### config.mk
export PLATFORM = sky130hd
export DESIGN_NAME = pc_sequencer_flat
export DESIGN_NICKNAME = d
export VERILOG_FILES = /design/src/rtl/pc_sequencer_if.sv /design/src/rtl/pc_sequencer.sv /design/src/flat_wrapper.sv
export SDC_FILE = /design/constraint.sdc
export NUM_CORES = 1
export LEC_CHECK = 0
export ABC_AREA = 1
export BUFFER_PORTS_ARGS = -buffer_cell sky130_fd_sc_hd__buf_2
export CAP_MARGIN = 0
export CORE_ASPECT_RATIO = 0.8
export CORE_MARGIN = 5
export CORE_UTILIZATION = 57
export CTS_CLUSTER_DIAMETER = 100
export DETAILED_ROUTE_END_ITERATION = 10
export HOLD_SLACK_MARGIN = 0.15
export PLACE_DENSITY = 0.89
export SYNTH_ARGS = -nofsm -noshare
export SYNTH_HDL_FRONTEND = slang
export SYNTH_SLANG_ARGS = --single-unit
### constraint.sdc
create_clock -name clk -period 2.9 [get_ports clk]
set_input_delay 0.29 -clock clk [delete_from_list [all_inputs] [get_ports clk]]
set_output_delay 0.29 -clock clk [all_outputs]
set_load 0.1 [all_outputs]
### src/rtl/pc_sequencer_if.sv
// Control bundle between the REDUX-V sequencer and its datapath.
// master = sequencer side, slave = datapath side.
interface pc_sequencer_if #(
  parameter int OP_BITS  = 4,
  parameter int CNT_BITS = 16
);
  logic [OP_BITS-1:0]  op;
  logic                zero;
  logic                mem_ready;
  logic                imem_req;
  logic                ir_we;
  logic                pc_we;
  logic                brzr_sel;
  logic                jmp_sel;
  logic                rf_we;
  logic                wb_sel;
  logic                dmem_re;
  logic                dmem_we;
  logic                halted;
  logic [CNT_BITS-1:0] retired;

  modport master (
    input  op, zero, mem_ready,
    output imem_req, ir_we, pc_we, brzr_sel, jmp_sel, rf_we, wb_sel,
           dmem_re, dmem_we, halted, retired
  );

  modport slave (
    output op, zero, mem_ready,
    input  imem_req, ir_we, pc_we, brzr_sel, jmp_sel, rf_we, wb_sel,
           dmem_re, dmem_we, halted, retired
  );
endinterface

### src/rtl/pc_sequencer.sv
// Multi-cycle fetch/decode/exec/mem/wb control FSM for REDUX-V,
// with a retired-instruction counter and a sticky HALT state.
module pc_sequencer #(
  parameter int OP_BITS  = 4,
  parameter int CNT_BITS = 16
) (
  input  logic           clk,
  input  logic           rst,
  pc_sequencer_if.master bus
);

  typedef enum logic [2:0] {
    S_FETCH  = 3'd0,
    S_DECODE = 3'd1,
    S_EXEC   = 3'd2,
    S_MEM    = 3'd3,
    S_WB     = 3'd4,
    S_HALT   = 3'd5
  } state_t;

  localparam logic [OP_BITS-1:0] OP_BRZR = OP_BITS'(0);
  localparam logic [OP_BITS-1:0] OP_JI   = OP_BITS'(1);
  localparam logic [OP_BITS-1:0] OP_LD   = OP_BITS'(2);
  localparam logic [OP_BITS-1:0] OP_ST   = OP_BITS'(3);
  localparam logic [OP_BITS-1:0] OP_HALT = '1;

  state_t              state, state_nxt;
  logic [OP_BITS-1:0]  op_q;
  logic [CNT_BITS-1:0] retired_q;

  logic imem_req, ir_we, pc_we, brzr_sel, jmp_sel;
  logic rf_we, wb_sel, dmem_re, dmem_we, halted;

  always_ff @(posedge clk) begin
    if (rst) begin
      state     <= S_FETCH;
      op_q      <= '0;
      retired_q <= '0;
    end else begin
      state <= state_nxt;
      if (state == S_DECODE) op_q <= bus.op;
      if (pc_we) retired_q <= retired_q + 1'b1;
    end
  end

  always_comb begin
    state_nxt = state;
    imem_req  = 1'b0;
    ir_we     = 1'b0;
    pc_we     = 1'b0;
    brzr_sel  = 1'b0;
    jmp_sel   = 1'b0;
    rf_we     = 1'b0;
    wb_sel    = 1'b0;
    dmem_re   = 1'b0;
    dmem_we   = 1'b0;
    halted    = 1'b0;
    case (state)
      S_FETCH: begin
        imem_req = 1'b1;
        if (bus.mem_ready) begin
          ir_we     = 1'b1;
          state_nxt = S_DECODE;
        end
      end
      S_DECODE: state_nxt = S_EXEC;
      S_EXEC: begin
        state_nxt = S_FETCH;
        case (op_q)
          OP_BRZR: begin
            brzr_sel = bus.zero;
            pc_we    = 1'b1;
          end
          OP_JI: begin
            jmp_sel = 1'b1;
            pc_we   = 1'b1;
          end
          OP_LD, OP_ST: state_nxt = S_MEM;
          // PC is left untouched so it still points at the HALT word.
          OP_HALT: state_nxt = S_HALT;
          default: begin
            rf_we = 1'b1;
            pc_we = 1'b1;
          end
        endcase
      end
      S_MEM: begin
        // Strobe held steady across wait states; only the exit depends on mem_ready.
        if (op_q == OP_ST) begin
          dmem_we = 1'b1;
          if (bus.mem_ready) begin
            pc_we     = 1'b1;
            state_nxt = S_FETCH;
          end
        end else begin
          dmem_re = 1'b1;
          if (bus.mem_ready) state_nxt = S_WB;
        end
      end
      S_WB: begin
        rf_we     = 1'b1;
        wb_sel    = 1'b1;
        pc_we     = 1'b1;
        state_nxt = S_FETCH;
      end
      S_HALT: halted = 1'b1;
      default: state_nxt = S_FETCH;
    endcase
  end

  assign bus.imem_req = imem_req;
  assign bus.ir_we    = ir_we;
  assign bus.pc_we    = pc_we;
  assign bus.brzr_sel = brzr_sel;
  assign bus.jmp_sel  = jmp_sel;
  assign bus.rf_we    = rf_we;
  assign bus.wb_sel   = wb_sel;
  assign bus.dmem_re  = dmem_re;
  assign bus.dmem_we  = dmem_we;
  assign bus.halted   = halted;
  assign bus.retired  = retired_q;

endmodule

### src/flat_wrapper.sv
// flat-port wrapper written by rule: the top's interface ports become plain ports
module pc_sequencer_flat 
#(
  parameter int OP_BITS  = 4,
  parameter int CNT_BITS = 16
)
  (clk, rst, bus_op, bus_zero, bus_mem_ready, bus_imem_req, bus_ir_we, bus_pc_we, bus_brzr_sel, bus_jmp_sel, bus_rf_we, bus_wb_sel, bus_dmem_re, bus_dmem_we, bus_halted, bus_retired);
  pc_sequencer_if #(.OP_BITS(OP_BITS), .CNT_BITS(CNT_BITS)) bus_i ();
  input  logic clk;
  input  logic rst;
  input wire logic [$bits(bus_i.op)-1:0] bus_op;
  input wire logic [$bits(bus_i.zero)-1:0] bus_zero;
  input wire logic [$bits(bus_i.mem_ready)-1:0] bus_mem_ready;
  output wire logic [$bits(bus_i.imem_req)-1:0] bus_imem_req;
  output wire logic [$bits(bus_i.ir_we)-1:0] bus_ir_we;
  output wire logic [$bits(bus_i.pc_we)-1:0] bus_pc_we;
  output wire logic [$bits(bus_i.brzr_sel)-1:0] bus_brzr_sel;
  output wire logic [$bits(bus_i.jmp_sel)-1:0] bus_jmp_sel;
  output wire logic [$bits(bus_i.rf_we)-1:0] bus_rf_we;
  output wire logic [$bits(bus_i.wb_sel)-1:0] bus_wb_sel;
  output wire logic [$bits(bus_i.dmem_re)-1:0] bus_dmem_re;
  output wire logic [$bits(bus_i.dmem_we)-1:0] bus_dmem_we;
  output wire logic [$bits(bus_i.halted)-1:0] bus_halted;
  output wire logic [$bits(bus_i.retired)-1:0] bus_retired;
  assign bus_i.op = bus_op;
  assign bus_i.zero = bus_zero;
  assign bus_i.mem_ready = bus_mem_ready;
  assign bus_imem_req = bus_i.imem_req;
  assign bus_ir_we = bus_i.ir_we;
  assign bus_pc_we = bus_i.pc_we;
  assign bus_brzr_sel = bus_i.brzr_sel;
  assign bus_jmp_sel = bus_i.jmp_sel;
  assign bus_rf_we = bus_i.rf_we;
  assign bus_wb_sel = bus_i.wb_sel;
  assign bus_dmem_re = bus_i.dmem_re;
  assign bus_dmem_we = bus_i.dmem_we;
  assign bus_halted = bus_i.halted;
  assign bus_retired = bus_i.retired;
  pc_sequencer #(.OP_BITS(OP_BITS), .CNT_BITS(CNT_BITS)) u_core (.clk(clk), .rst(rst), .bus(bus_i));
endmodule
==> run metrics <==
worst hold stages=3; chip height=approximately 56 µm; Post-DP HPWL=around 2600 µm; initial antenna violation count=0; Residual DRC=0; Vias=about 1500; post-synthesis compound-gate area fraction=14.31%; largest net degree at the start of global routing=27; all-layer global routing usage=about 19%; Clock Sinks=23; worst reg-to-reg setup slack=roughly 1300 ps; Synthesized Nets=approximately 220; core area=2462 µm²; asr flop ratio synth=0%; Worst slew margin=between 60% and 70%; CP required=about 2600 ps; Syn-to-layout area delta=12.96%; # diodes=0; Worst path depth=6; startpoint class of the critical path=register; Non-Filler Instances=approximately 280; area leader, netlist=dfxtp_1; later-pin clock latency in the skew report=310 ps; Crit Path Class=register to output pin; CP max stage cell=buf_2; peak supply drop=0.0003847 V; status=complete, no violations; Total Die Area=3717 µm²; main combinational cell family by area after synthesis=simple AND/OR/NAND/NOR gates; CP Max Fanout=26; global-route wire length before repair=between 5000 and 6000 µm; crit path to=bus_pc_we; Synth top area share=a little under a third; Synth warnings=0; Initial Utilization=about three fifths; DRT Pass-1 Iters=4; Syn Area/Cell=a little under 7 µm²; setup TNS=0 ps; share of cells above drive strength 1=a little under a third; clock-pin transition on the worst setup and hold timing paths=120 ps; Fin. Hold Viols=0; CP top delay family=buffers and inverters; total wire length=about 3300 µm; xor/xnor share of the synthesized area=0%; reg2reg path depth=8; IO Pins=34; FP Rows=16; DR iter-0 viols=between 80 and 90; root buf cell=clkbuf_4; Post-Synth Adder-Cell Area=less than 1%; PD cells=428.1 nW/µm²; top_reg_cell synth=dfxtp_1; hold buffer count at CTS=0; IO Port Bufs=33; Worst Max-Slew Pin Slew=roughly 490 ps; setup repair after global routing missed its margin=false; r2r startpoint=u_core.state[2]$_SDFFE_PP0P_; H-tree level count=1; Synth Area in Simple Gates=between 40% and 50%; CP arrival=between 2000 and 2500 ps; CP endpoint kind=output pin; grt ovf=0; placed cells=between 200 and 300; post-CTS sizing=0; CP Buf/Inv Count=3; final setup vio count=0; die width=66.93 µm; RR Endpoint=u_core.bus.retired[4]$_SDFFE_PP0P_; Seq/Total Area, Yosys=between 30% and 40%; crit-path cells=inv_2 > nand3_1 > inv_2 > nand3_4 > nand3_4 > buf_2; Final min period=~2300 ps; flops & latches, synth=23; number of global-route vias before repair=roughly 1300; drt wl/cell=11.88 µm; final antenna-violating net count=0; top-count cell post-synth=nand2_1; Placer Congestion=a little under 0.9; TritonCTS clock tree=done; worst min path class=primary input to register; Tcrit/Tclk final=80.38%; post-CTS setup buffers=0; CTS Buf Count=3; Max stage delay on crit path=510 ps; drt via density=5.156; synth top area cells=dfxtp_1, nand2_1, a21oi_2; Critical Path Source=u_core.state[0]$_SDFFE_PP0P_; Lkg Pwr=approximately 0.0007 µW; Synth Cell Area=roughly 1500 µm²; Post-synth top cells=nand2_1, nor2_1, dfxtp_1; Post-synth EDFFs=0; Max-Cap Viols=0; Synth Instances=between 200 and 250; mux contribution to synthesized area=0%; clock buffer depth=2; Fmax achieved=~430 MHz; Worst Skew=approximately 3.6 ps; nets=around 260; library cells used by synthesis=24; fin. max-slew vios=0
[per-layer routing]
metal	up-vias	routed length, µm	share of wire (%)	global-route usage (%)
li1	773	-	-	-
met1	638	1640	49	26.87
met2	41	1472	44	29.94
met3	2	214	6.4	4.665
met4	0	22	0.66	3.757
met5	-	0	0	0
[state kept, by name, summed over array words and instances (netlist names)]
register / flops
u_core.state: 3
u_core.bus.retired: 16
u_core.op_q: 4
[kinds of logic after synthesis]
logic type	after synthesis
simple gates	131
buf+inv	28
flops	23
fa+ha+maj	1
compound gates	30
[worst min path at each step]
| stage | startpoint | endpoint | slack (ps) |
|---|---|---|---|
| 2_1_floorplan | u_core.op_q[2]$_SDFFE_PP0N_ | u_core.op_q[2]$_SDFFE_PP0N_ | 480 |
| 3_3_place_gp | u_core.op_q[2]$_SDFFE_PP0N_ | u_core.op_q[2]$_SDFFE_PP0N_ | 500 |
| 3_5_place_dp | u_core.op_q[3]$_SDFFE_PP0N_ | u_core.op_q[3]$_SDFFE_PP0N_ | 500 |
| 4_1_cts | bus_op[2] | u_core.op_q[2]$_SDFFE_PP0N_ | 240 |
| 5_1_grt | bus_op[2] | u_core.op_q[2]$_SDFFE_PP0N_ | 240 |
| 6_report | bus_op[2] | u_core.op_q[2]$_SDFFE_PP0N_ | 250 |
[cell type report]
type | count | area (µm²)
sequential | 23 | 460.4
tap | 36 | 45.04
fill | 228 | 793.3
clock buffer | 4 | 26.28
inverter | 24 | 90.09
timing repair buffer | 33 | 165.2
multi-input combinational | 162 | 882.1
[per-stage QoR]
step                      instance area (µm²)  setup slack (ps)  power (µW)  hold slack [ps]  utilization [%]
final                                    1669             569.0       714.5            245.7            67.78
after global routing                     1669             459.9       752.4            240.8            67.78
after CTS                                1669             571.9       722.7            236.7            67.78
after detailed placement                 1643             943.5       572.3            500.7            66.72
after global placement                   1643              1010       569.9            497.5            66.72
after floorplan                          1483             50.64       551.7            478.4                -
[report_power, final]
part | switching, µW | leakage (µW) | internal (µW) | total (µW)
combinational | 177 | 0.000493 | 41.3 | 219
sequential | 16.3 | 0.000187 | 331 | 347
clock | 95.1 | 0.0000150 | 53.8 | 149
total | 289 | 0.000695 | 426 | 714
[cell usage in the layout (no fill, tap or decap), types with 6 or more instances in the layout]
cell     netlist  final
nand4_1       12     12
inv_1         21     21
nor2_1        32     32
nand2_1       45     45
a21oi_1        6      6
dfxtp_1       23     23
o21ai_0        6      6
a21oi_2       15     15
buf_2          2     33
nand3_1       20     20
nand2_2        8      8
[worst register-to-register path, cell delays in order (launching register included)]
cell	delay (ps)
dfxtp_1	410
inv_2	80
nand3_1	180
inv_2	100
nand3_4	110
nand3_4	320
nand3_1	190
nand2_1	60
nor2_1	90
Power figures use the tool's default switching activity.
